`src/rtl/fft4_frame_loader.sv`:
```
// Packs four signed samples per frame into ping-pong banks feeding the 4-point FFT inputs.
// Define BITREV_EN to present each frame in bit-reversed (radix-2 DIT) order.
module fft4_frame_loader #(
  parameter int N     = 8,
  parameter int OVF_W = 8
) (
  input  logic                clk,
  input  logic                rst_n,
  input  logic signed [N-1:0] s_data,
  input  logic                s_valid,
  output logic                s_ready,
  input  logic                s_sync,
  output logic signed [N-1:0] f_0,
  output logic signed [N-1:0] f_1,
  output logic signed [N-1:0] f_2,
  output logic signed [N-1:0] f_3,
  output logic                m_valid,
  input  logic                m_ready,
  output logic [OVF_W-1:0]    ovf_cnt
);

  logic signed [N-1:0] bank [2][4];
  logic [1:0]          full;
  logic [1:0]          wr_idx;
  logic                wr_bank;
  logic                rd_bank;

  logic       accept;
  logic       consume;
  logic [1:0] wr_addr;
  logic [1:0] wr_phys;

  assign s_ready = rst_n & ~full[wr_bank];
  assign accept  = s_valid & s_ready;
  assign m_valid = full[rd_bank];
  assign consume = m_valid & m_ready;

  // A sync restarts the frame, so a coincident sample lands in slot 0.
  assign wr_addr = s_sync ? 2'd0 : wr_idx;

`ifdef BITREV_EN
  assign wr_phys = {wr_addr[0], wr_addr[1]};
`else
  assign wr_phys = wr_addr;
`endif

  assign f_0 = bank[rd_bank][0];
  assign f_1 = bank[rd_bank][1];
  assign f_2 = bank[rd_bank][2];
  assign f_3 = bank[rd_bank][3];

  always_ff @(posedge clk) begin
    if (!rst_n) begin
      for (int b = 0; b < 2; b++) begin
        for (int k = 0; k < 4; k++) begin
          bank[b][k] <= '0;
        end
      end
      full    <= 2'b00;
      wr_idx  <= 2'd0;
      wr_bank <= 1'b0;
      rd_bank <= 1'b0;
      ovf_cnt <= '0;
    end else begin
      if (accept) begin
        bank[wr_bank][wr_phys] <= s_data;
        if (wr_addr == 2'd3) begin
          full[wr_bank] <= 1'b1;
          wr_bank       <= ~wr_bank;
          wr_idx        <= 2'd0;
        end else begin
          wr_idx <= wr_addr + 2'd1;
        end
      end else if (s_sync) begin
        wr_idx <= 2'd0;
      end

      // Completion and consume always target different banks.
      if (consume) begin
        full[rd_bank] <= 1'b0;
        rd_bank       <= ~rd_bank;
      end

      if (s_valid && !s_ready && (ovf_cnt != {OVF_W{1'b1}})) begin
        ovf_cnt <= ovf_cnt + 1'b1;
      end
    end
  end

endmodule
```
`config.mk`:
```
export PLATFORM = sky130hd
export DESIGN_NAME = fft4_frame_loader
export DESIGN_NICKNAME = d
export VERILOG_FILES = /design/src/rtl/fft4_frame_loader.sv
export SDC_FILE = /design/constraint.sdc
export NUM_CORES = 1
export LEC_CHECK = 0
export ABC_AREA = 0
export CORE_MARGIN = 2
export CORE_UTILIZATION = 53
export CTS_CLUSTER_SIZE = 16
export DETAILED_ROUTE_END_ITERATION = 7
export PLACE_DENSITY = 0.78
export SYNTH_ARGS = -nofsm -noshare
export SYNTH_HDL_FRONTEND = slang
export SYNTH_SLANG_ARGS = --single-unit
```
`constraint.sdc`:
```
create_clock -name clk -period 3.15 [get_ports clk]
set_clock_uncertainty 0.05 [all_clocks]
set_input_delay 0.63 -clock clk [delete_from_list [all_inputs] [get_ports clk]]
set_output_delay 0.63 -clock clk [all_outputs]
set_load 0.01 [all_outputs]
```
==> summary.txt <==
Worst setup path
  • Reg-to-Reg Start: wr_bank
  • CP Launch Type: register
  • WP data required: 2.47 ns
  • Arr. time, crit path: 2.16 ns
  • Critical path capture point type: output pin
  • Worst setup startpoint: wr_bank
  • CP max FO: 7
  • CP Class: register to output pin

Placed design
  • IO buf count: 54
  • DP Wirelength: 4.95 mm
  • Final GP Congestion: 0.823
  • Dpl cells: 390
  • Place WS: 0.493 ns

Timing
  • Fmax: 352 MHz
  • Worst hold slack: 0.468 ns
  • Final setup fails: 0
  • Hold Violations, Final: 0
  • Final period util: 90.1%
  • Final worst path period need: 2.84 ns
  • Rel. slew slack: 59.8%
  • Final worst setup slack: 0.311 ns
  • Max Slew Vio Count: 0
  • Worst slew pin tran: 0.587 ns
  • RSZ-0062 raised after global routing: false
  • Fin Setup TNS: 0 ns

CTS
  • Reg clk slew, reported paths: 0.07 ns
  • Clock tree buffer depth: 2
  • Number of H-tree levels: 3
  • Sink Count: 79
  • Root buf cell: clkbuf_8
  • CTS tree: done
  • # resized after CTS: 0
  • Setup Buffers After CTS: 0
  • Cts bufs inserted: 9
  • # hold bufs at CTS: 0
  • Clock Latency Late Sink: 0.33 ns

Detailed routing
  • Vias/cell: 5.62
  • Pre-antenna DRT Iters: 4
  • Violation count after the first detailed-routing iteration: 108
  • Detail Route Antenna Nets: 0
  • Post-DR wirelength/cell: 17.3 um
  • DR vias: 2269
  • DR DRC count: 0
  • Routed WL: 6.99 mm

Cells and area
  • Storage element area: 2220 um^2
  • Multi-input gate area: 1190 um^2
  • Layout cells sized above 1: 17.1%
  • # fillers: 473
  • Layout Nets: 342
  • Area Overhead vs Synth: 24.1%
  • Non-filler cells, final: 404
  • Ant diodes: 0

Min path
  • HP Class: register to register
  • Hold Crit Start: ovf_cnt[1]

Power and ir drop
  • Pwr per Cell Area: 470 nW/um^2
  • Worst IR Drop VDD: 0.262 mV
  • Pleak: 1.73 nW

Logic synthesis
  • Yosys cell types: 31
  • Yosys warns: 0
  • Cell Area, Synth: 3480 um^2
  • Post-Synthesis Mean Instance Area: 13.3 um^2
  • Syn Nets: 279
  • Syn Inst Count: 261
  • Number of synthesized register bits: 79
  • Post-synthesis sequential area ratio: 63.8%

Floorplanning
  • Initial Util: 54.8%
  • Chip height: 85.1 um
  • Chip width: 85.1 um
  • Core Area: 6350 um^2
  • Die area: 7230 um^2
  • I/O pins: 55
  • Site Rows: 29

Job
  • Max-cap viol count: 0

Outcome
  • Status: finished, final reports clean

GRT
  • Largest net degree at the start of global routing: 33
  • Initial antenna violation count: 0
  • First-pass GRT wire length: 11.2 mm
  • Overflow after GRT: 0
  • Vias in the first global route: 2291
  • All-Layer GR Usage: 20.3%
-- power breakdown --
| part | switching (mW) | total [mW] | internal [mW] |
|---|---|---|---|
| logic | 0.0859 | 0.169 | 0.0828 |
| clock network | 0.323 | 0.679 | 0.356 |
| registers | 0.0123 | 1.18 | 1.17 |
| total | 0.421 | 2.03 | 1.61 |
-- layout by cell type, fill, tap and decap left out, types with 4 or more instances in the layout --
cell type,count
a21oi_1,8
a311oi_1,4
and2_1,17
and3_1,36
buf_4,10
clkbuf_8,9
clkdlybuf4s50_1,54
dfxtp_1,15
edfxtp_1,64
ha_1,5
inv_1,7
mux2_2,33
mux2i_1,5
nand2_1,20
nand2b_1,5
nand4_1,4
nor2_1,6
o21ai_0,4
-- final cells by class --
type                    count  area share (%)
inverters                   8           0.695
clock buffers              12            3.13
repair buffers             64            14.2
well taps                  77            2.23
flip-flops and latches     79            51.4
multi-input cells         162            27.5
clock inverters             2           0.782
-- worst max-delay path, stage by stage, from the launching register on --
cell and delay (ns):
dfxtp_1 0.46, mux2i_1 0.56, and2_1 0.25, clkdlybuf4s50_1 0.55
-- Yosys cell counts, drive strengths merged --
cell type / count / share of area (%)
and3: 36 / 6.5
a311oi: 5 / 1.4
a2111oi: 1 / 0.43
nor2: 6 / 0.65
a31oi: 1 / 0.18
and2: 17 / 3.1
mux2: 33 / 11
clkinv: 1 / 0.11
o211a: 1 / 0.29
ha: 5 / 1.8
nor3: 2 / 0.29
nand4: 4 / 0.72
mux2i: 5 / 1.4
xnor2: 1 / 0.25
nand2: 20 / 2.2
nand3: 3 / 0.43
a21oi: 8 / 1.1
buf: 5 / 0.57
nor2b: 1 / 0.18
o21ai: 4 / 0.57
nand2b: 5 / 0.90
inv: 7 / 0.75
a211oi: 2 / 0.43
nor4b: 1 / 0.25
dfxtp: 15 / 8.6
clkbuf: 7 / 0.79
o211ai: 1 / 0.22
edfxtp: 64 / 55
-- cells by family after synthesis --
group                      share of synthesized area, %
adders and majority gates                          1.80
AOI/OAI and AO/OA                                  4.71
and+or+nand+nor                                    15.1
buffers and inverters                              2.23
muxes                                              12.1
xor gates and xnor gates                          0.252
DFF                                                63.8
-- sequential cells by signal (all words and copies together), names as in the netlist, named ones only --
name,cells
bank,64
ovf_cnt,8
rd_bank,1
wr_idx,2
wr_bank,1
full,2
-- metal layers --
layer  track usage (%)  vias up  part of all wire [%]
met5                 0        -                     0
met4              10.5        0                   2.0
met3              3.40       11                   3.6
met2              33.1       58                    50
met1              26.1     1106                    44
li1                  -     1094                     -
-- per-stage QoR --
step	cell area, um^2	utilization (%)	power [mW]
CTS	4320	68.0	2.04
global placement	4150	65.4	1.37
finish	4320	68.0	2.03
detailed placement	4150	65.4	1.37
floorplan	3480	-	1.28
global route	4320	68.0	2.09
-- path summary, 6_finish.rpt --
path | to | slack [ns] | depth (start not counted)
setup / recovery | s_ready | 0.31 | 3
hold / removal | ovf_cnt[1] | 0.47 | 2
setup reg to reg | bank[1][20] | 0.80 | 5
hold reg to reg | ovf_cnt[1] | 0.47 | 2
Note: power is estimated with default switching activity, not from simulation.
